**config.mk**
```make
export PLATFORM = sky130hd
export DESIGN_NAME = id_ex_register
export DESIGN_NICKNAME = d
export VERILOG_FILES = /design/src/rtl/pipeline_pkg.sv /design/src/rtl/load_use_detector.sv /design/src/rtl/id_ex_register.sv
export SDC_FILE = /design/constraint.sdc
export NUM_CORES = 1
export LEC_CHECK = 0
export ABC_AREA = 0
export CAP_MARGIN = 20
export CORE_UTILIZATION = 35
export DETAILED_ROUTE_END_ITERATION = 8
export GPL_TIMING_DRIVEN = 0
export PLACE_DENSITY = 0.72
export SLEW_MARGIN = 20
export SYNTH_ARGS = -nofsm -noshare
export SYNTH_HDL_FRONTEND = slang
export SYNTH_SLANG_ARGS = --single-unit
```
**constraint.sdc**
```tcl
create_clock -name clk -period 1.4 [get_ports clk]
set_input_delay 0.21 -clock clk [delete_from_list [all_inputs] [get_ports clk]]
set_output_delay 0.21 -clock clk [all_outputs]
set_load 0.01 [all_outputs]
```
**src/rtl/pipeline_pkg.sv**
```systemverilog
// pipeline_pkg: shared widths, control-bundle field map and the ID/EX payload struct
package pipeline_pkg;
  localparam int DATA_W = 32;
  localparam int REG_AW = 4;
  localparam int CTRL_W = 16;
  localparam int CTRL_LOAD_BIT = 8;
  localparam int CTRL_WRE_BIT = 7;
  localparam int CTRL_WME_BIT = 6;
  localparam int CTRL_WB_LSB = 4;
  localparam int CTRL_ALU_LSB = 0;
  localparam logic [CTRL_W-1:0] CTRL_NOP = 16'h0000;
  localparam logic [CTRL_W-1:0] CTRL_MASK = 16'h01FF;
  typedef struct packed {
    logic valid;
    logic [CTRL_W-1:0] ctrl;
    logic [REG_AW-1:0] rs1;
    logic [REG_AW-1:0] rs2;
    logic [REG_AW-1:0] rd;
    logic [DATA_W-1:0] op_a;
    logic [DATA_W-1:0] op_b;
    logic [DATA_W-1:0] imm;
  } id_ex_t;
endpackage

```
**src/rtl/load_use_detector.sv**
```systemverilog
// load_use_detector: combinational load-use hazard compare between EX and decode
import pipeline_pkg::*;
module load_use_detector (
  input  logic              ex_valid_i,
  input  logic              ex_load_i,
  input  logic              ex_wre_i,
  input  logic [REG_AW-1:0] ex_rd_i,
  input  logic              id_valid_i,
  input  logic [REG_AW-1:0] id_rs1_i,
  input  logic              id_rs1_used_i,
  input  logic [REG_AW-1:0] id_rs2_i,
  input  logic              id_rs2_used_i,
  output logic              hazard_o
);
  assign hazard_o = ex_valid_i & ex_load_i & ex_wre_i & id_valid_i &
                    ((id_rs1_used_i & (id_rs1_i == ex_rd_i)) |
                     (id_rs2_used_i & (id_rs2_i == ex_rd_i)));
endmodule

```
**src/rtl/id_ex_register.sv**
```systemverilog
// id_ex_register: ID/EX pipeline register with load-use bubble, flush and hold; ID_EX_PERF_CNT_EN adds a bubble counter
import pipeline_pkg::*;
module id_ex_register (
  input  logic              clk,
  input  logic              rst_n,
  input  logic              id_valid_i,
  input  logic [CTRL_W-1:0] id_ctrl_i,
  input  logic [REG_AW-1:0] id_rs1_i,
  input  logic [REG_AW-1:0] id_rs2_i,
  input  logic [REG_AW-1:0] id_rd_i,
  input  logic              id_rs1_used_i,
  input  logic              id_rs2_used_i,
  input  logic [DATA_W-1:0] id_op_a_i,
  input  logic [DATA_W-1:0] id_op_b_i,
  input  logic [DATA_W-1:0] id_imm_i,
  input  logic              ex_hold_i,
  input  logic              flush_i,
  output logic              ex_valid_o,
  output logic [CTRL_W-1:0] ex_ctrl_o,
  output logic [REG_AW-1:0] ex_rs1_o,
  output logic [REG_AW-1:0] ex_rs2_o,
  output logic [REG_AW-1:0] ex_rd_o,
  output logic [DATA_W-1:0] ex_op_a_o,
  output logic [DATA_W-1:0] ex_op_b_o,
  output logic [DATA_W-1:0] ex_imm_o,
  output logic              stall_upstream_o,
  output logic [31:0]       bubble_count_o
);
  id_ex_t stage_q, stage_d, in_s;
  logic hazard;

  load_use_detector u_lud (
    .ex_valid_i   (stage_q.valid),
    .ex_load_i    (stage_q.ctrl[CTRL_LOAD_BIT]),
    .ex_wre_i     (stage_q.ctrl[CTRL_WRE_BIT]),
    .ex_rd_i      (stage_q.rd),
    .id_valid_i   (id_valid_i),
    .id_rs1_i     (id_rs1_i),
    .id_rs1_used_i(id_rs1_used_i),
    .id_rs2_i     (id_rs2_i),
    .id_rs2_used_i(id_rs2_used_i),
    .hazard_o     (hazard)
  );

  assign stall_upstream_o = hazard | ex_hold_i;

  // Next payload: flush beats hold beats hazard; invalid slots carry a NOP control word
  always_comb begin
    in_s = '{valid: id_valid_i,
             ctrl:  id_valid_i ? (id_ctrl_i & CTRL_MASK) : CTRL_NOP,
             rs1:   id_rs1_i,
             rs2:   id_rs2_i,
             rd:    id_rd_i,
             op_a:  id_op_a_i,
             op_b:  id_op_b_i,
             imm:   id_imm_i};
    stage_d = flush_i ? '0 : ex_hold_i ? stage_q : hazard ? '0 : in_s;
  end

  // Stage register, cleared to a bubble by async reset
  always_ff @(posedge clk or negedge rst_n) begin
    if (!rst_n) stage_q <= '0;
    else        stage_q <= stage_d;
  end

  assign ex_valid_o = stage_q.valid;
  assign ex_ctrl_o  = stage_q.ctrl;
  assign ex_rs1_o   = stage_q.rs1;
  assign ex_rs2_o   = stage_q.rs2;
  assign ex_rd_o    = stage_q.rd;
  assign ex_op_a_o  = stage_q.op_a;
  assign ex_op_b_o  = stage_q.op_b;
  assign ex_imm_o   = stage_q.imm;

`ifdef ID_EX_PERF_CNT_EN
  logic [31:0] cnt_q, cnt_d;
  logic bubble;

  // Saturating count of edges that load a bubble via flush or hazard
  always_comb begin
    bubble = flush_i | (~ex_hold_i & hazard);
    cnt_d  = (bubble && cnt_q != 32'hFFFF_FFFF) ? cnt_q + 32'd1 : cnt_q;
  end

  // Counter register, cleared only by reset
  always_ff @(posedge clk or negedge rst_n) begin
    if (!rst_n) cnt_q <= '0;
    else        cnt_q <= cnt_d;
  end

  assign bubble_count_o = cnt_q;
`else
  assign bubble_count_o = 32'd0;
`endif
endmodule

```
Yosys cells after proc, flatten, opt, wreduce, memory -nomap -nowiden. Cells that the tools add are included.

Bits in registers: 125. Input port bits: 131. Output and inout bits: 158. Word-level logic and storage cells: 23.

Mux-type cells: 4. Equal/unequal tests: 3. Bitwise logic cells: 8.

Operators with widths (number): $mux W125 (3); $mux W9 (1); $eq A4 B4 Y1 (2); $and A1 B1 Y1 (6); $ne A2 B1 Y1 const B (1); $or A1 B1 Y1 (2).

Depth between registers and ports, before layout.
Word-level depth: 7. Mapped depth: 6. Gate-level depth less buffers: 4.

By module. A second synthesis with hierarchy kept.

Cells, all modules: 579. Area total of the unflattened synthesis: 5829.3 um^2.

Modules (own cells, without submodules): id_ex_register (seq. area each 2952.8 um^2, area each 5724.2 um^2, cells an instance 565, times used 1); load_use_detector (seq. area each 0.0 um^2, area each 105.1 um^2, cells an instance 14, times used 1).

Worst setup path after synthesis. No wires, ideal clock.

Kind: reg-to-reg. Start: reg stage_q (netlist bit ex_rd_o[1]). End: reg stage_q (netlist bit ex_imm_o[25]). Stages on the path, launching flop included: 7. Period minus slack after synthesis: 1450 ps. Setup slack: -50 ps. Path buffers: 2. Library setup time: 143 ps. Data arrival time: 1306 ps. Path through: dfrtp_1 xnor2_1 nand4_1 o22ai_2 buf_6 buf_6 o41ai_2.

Longest elaborated chain between the ends: 7. Elaborated cells between the ends (all ways): 9. Classes of those cells: 2 x eq/ne; 3 x mux; 4 x bitwise.

Ends and longest elaborated chain: start, declared (line id_ex_register.sv:29) `id_ex_t stage_q, stage_d, in_s;`; start signal, assigned (line id_ex_register.sv:63) `else stage_q <= stage_d;`; $eq A4 B4 Y1 (on tied branches) (line load_use_detector.sv:16, load_use_detector.sv:17); $and A1 B1 Y1 (on tied branches) (line load_use_detector.sv:16, load_use_detector.sv:17); $or A1 B1 Y1 (*) (line load_use_detector.sv:16) `((id_rs1_used_i & (id_rs1_i == ex_rd_i)) |`; $and A1 B1 Y1 (*) (line load_use_detector.sv:15) `assign hazard_o = ex_valid_i & ex_load_i & ex_wre_i & id_valid_i &`; $mux W125 (*) (3 in a row) (line id_ex_register.sv:57) `stage_d = flush_i ? '0 : ex_hold_i ? stage_q : hazard ? '0 : in_s;`.

Every way passes the cells marked *; elsewhere a longest branch is shown, timed or not. The select of a mux whose other input is x is not followed. A chain may end at the register's enable or synchronous reset.

Final worst setup path.
Start: reg stage_q (netlist bit ex_ctrl_o[7]). End: out stall_upstream_o.

Longest elaborated chain between the ends: 4.

Ends and longest elaborated chain: $and A1 B1 Y1 (3 in a row) (line load_use_detector.sv:15); $or A1 B1 Y1 (line id_ex_register.sv:45) `assign stall_upstream_o = hazard | ex_hold_i;`; end, declared (line id_ex_register.sv:26) `output logic stall_upstream_o,`.

Every way passes these cells.

==> impl_metrics.csv <==
group,metric,value,unit
critical_path,critical_path.max_fanout,3,
synth,synth-simple-area-share,0.0921,
synth,largest_family_of_logic_cells_by_synthesized_area,"compound AO/OA/AOI/OAI gates",
drt,routedWlPerCell,16.3,um
drt,drc_marker_count_from_the_first_detailed_route_iteration,292,
run,maxCapViolations,0,
floorplan,initial_core_util,0.362,
floorplan,design.portCount,289,
clock_tree,cts_inserted_buffers,17,
global_route,global_route.usage.total,0.200,
run_status,violations_in_the_final_reports,"negative setup slack",
timing,rsz0062_at_grt,"true",
clock_tree,cts_max_path_buffers,2,
finish,num_antenna_cells,0,
pwr,power.internal,7.14,mW
pwr,pwr_density_cell,951,nW/um2
drt,final_antenna_net_count,0,
critical_path,critPathLaunchType,"register",
drt,remaining_drc_errors,0,
placement,gp_congestion,0.781,
clock_tree,cts_tree,"yes",
global_route,grt_overflow,0,
clock_tree,cts.reportedPaths.clkPinSlew,0.06,ns
synth,synth_compound_area_frac,0.272,
pwr,p_leak,5.80,nW
synth,synth.area.mux_share,0,
critical_path,criticalPathCategory,"register to primary output",
placement,numPlacedInstances,1089,
synth,ys.warnings.count,0,
finish,filler_cell_count,1540,
timing,timing.max_slew.rel_slack,0.496,
finish,final_net_count,1025,
timing,setup_tns,-28.73,ns
finish,mostFrequentLayoutCell,"clkdlybuf4s50_1",
clock_tree,worstSkewPairLatency,0.41,ns
finish,fin_cells,1130,
timing,post-route-worst-setup-slack,-0.509,ns
global_route,grt_pass1_vias,5235,
floorplan,placementRows,48,
global_route,number_of_antenna_violations_at_the_first_check_in_global_routing,0,
timing,fin_crit_sh,1.36,
pwr,finalPower,9.57,mW
floorplan,die_width,136,um
drt,post_drt_via_cell_ratio,4.66,
clock_tree,cts-root-buf,"clkbuf_16",
synth,syn_area_per_cell,10.9,um2
finish,final_util,0.576,
placement,post_detailed_placement_half_perimeter_wirelength,12.8,mm
floorplan,floorplan.die_area,18600,um2
drt,vias,5269,
timing,hold_viol,0,
critical_path,cp-end-kind,"primary output",
timing,drv_slew,0,
synth,share_of_synthesized_cell_area_in_full_adder_half_adder_and_majority_cells,0,
clock_tree,cts_max_level,4,
synth,sequential_share_of_the_synthesized_area,0.467,
timing,timing.final.setup_violations,119,
timing,fin_crit,1.91,ns
global_route,grt_pass1_wl,28.2,mm
finish,highest_count_cells_in_the_layout_ignoring_fill_and_taps,"clkdlybuf4s50_1, nand2_1, dfrtp_1",
pwr,total_net_switching_power,2.43,mW
synth,synth.distinct_cells,22,
timing,worst_clock_skew,0.00633,ns
pwr,pwr-share-seq,0.387,
floorplan,die_height,136,um
synth,synth_xor_area_frac,0.0111,
critical_path,timing.critical_path.arrival,1.70,ns
floorplan,floorplan.core_area,17500,um2
pwr,peak_ir_drop_on_the_vdd_network,0.000792,V
timing,fmax,0.524,GHz
worst_hold_path,holdCritPathClass,"primary input to async pin",
timing,worst_pin_slew,0.755,ns
finish,flow.area_growth_from_synthesis,59.0,%
clock_tree,number_of_sinks_on_the_clock_net,118,
finish,fraction_of_layout_cells_with_a_size_suffix_above_1,0.251,
synth,synth-seq-cells,118,
synth,netlist_instances,583,
placement,placement.io_buffers,242,
drt,totalWireLength,18.4,mm
pwr,sw_frac_of_total,0.254,
run_status,run_status,"finished, violations left",
pwr,power.combinational.fraction,0.170,
global_route,grt_start_max_net_pins,62,
pwr,clk_network_pwr_share,0.443,
drt,drt_first_pass_iters,4,
placement,placement.setup.worst_slack,-1.38,ns
critical_path,critPathRequiredTime,1.19,ns
synth,post_synth_instance_area,6330,um2
[routing by layer]
layer | GRT usage | vias to the layer above | share of wire
met3 | 0.0496 | 13 | 0.061
met5 | 0 | - | 0
li1 | - | 2528 | -
met4 | 0.0741 | 0 | 0.011
met2 | 0.322 | 189 | 0.49
met1 | 0.258 | 2539 | 0.44
[flip-flops by register name (all words and copies together) (netlist names)]
name and flops:
ex_valid_o 1, ex_rs2_o 4, ex_op_a_o 32, ex_rd_o 4, ex_op_b_o 32, ex_ctrl_o 9, ex_rs1_o 4, ex_imm_o 32
[synth_stat cells]
cell | instances | area, um2
o41ai_2 | 96 | 1560
and4_1 | 1 | 8.76
or3b_2 | 5 | 43.8
o22ai_2 | 1 | 12.5
nor2_1 | 1 | 3.75
inv_1 | 104 | 390
buf_2 | 10 | 50.1
clkbuf_1 | 29 | 109
nand3_1 | 8 | 40.0
xnor2_1 | 8 | 70.1
conb_1 | 1 | 3.75
or4bb_1 | 1 | 11.3
o41ai_1 | 8 | 70.1
buf_4 | 43 | 323
o21ai_0 | 7 | 35.0
or2_2 | 1 | 6.26
dfrtp_1 | 118 | 2950
o22ai_1 | 7 | 43.8
nor2b_1 | 1 | 6.26
nand4_1 | 2 | 12.5
buf_6 | 11 | 124
nand2_1 | 120 | 450
[layout make-up]
cell class	instances	area [um2]	share of cell area
Buffer	93	691	0.0686
Clock inverter	9	104	0.0103
Inverter	104	390	0.0388
Timing Repair Buffer	254	2590	0.257
Clock buffer	21	460	0.0458
Tap cell	225	282	0.0280
Multi-Input combinational cell	306	2590	0.258
Sequential cell	118	2960	0.294
[power by group through the flow]
stage	clock, mW	sequential [mW]	combinational, mW
floorplan	0	3.85	0.663
global placement	0	3.77	1.69
detailed placement	0	3.77	1.71
CTS	4.32	3.71	1.64
global route	4.48	3.73	1.77
finish	4.24	3.71	1.63
[stage by stage]
stage	cell area (um2)	hold WS, ns
2_1_floorplan	6510	-0.0856
3_3_place_gp	9210	0.456
3_5_place_dp	9240	0.182
4_1_cts	9760	0.328
5_1_grt	10100	0.353
6_report	10100	0.334
[path summary, 6_finish.rpt]
| check | endpoint | slack (ns) | from | depth (start not counted) |
|---|---|---|---|---|
| worst min-delay path | ex_imm_o[20]$_DFFE_PN0P_ | 0.33 | rst_n | 2 |
| worst min register to register | ex_op_a_o[20]$_DFFE_PN0P_ | 0.47 | ex_op_a_o[20]$_DFFE_PN0P_ | 2 |
| worst max-delay path | stall_upstream_o | -0.51 | ex_ctrl_o[7]$_DFFE_PN0P_ | 6 |
| min in group clk | ex_op_b_o[29]$_DFFE_PN0P_ | 0.36 | id_op_b_i[29] | 3 |
| worst max register to register | ex_imm_o[24]$_DFFE_PN0P_ | -0.27 | ex_ctrl_o[7]$_DFFE_PN0P_ | 7 |
| max in group asynchronous | ex_rd_o[1]$_DFFE_PN0P_ | 0.39 | rst_n | 3 |
[cell families (layout without fill, tap and decap cells)]
kind of cell / count (synthesis) / in the layout
AO/OA/AOI/OAI: 119 / 119
XOR/XNOR: 8 / 8
buffers and inverters: 197 / 481
flip-flops: 118 / 118
other: 1 / 39
AND/OR/NAND/NOR: 140 / 140
[what timing repair did]
item,in CTS,in global routing
pin swaps,3,3
hold buffers,1,0
endpoints found under the hold margin,60,0
gates resized for setup,95,69
cloned,1,2
endpoints found under the setup margin,237,162
setup buffers,3,4
[worst max-delay path: stages, from the launching register on]
cell and delay, ns:
dfrtp_1 0.40, and4_1 0.22, nand2_1 0.08, o22ai_2 0.11, buf_6 0.13, or2_4 0.22
buf_6 0.12
(Power assumes the default switching activity.)
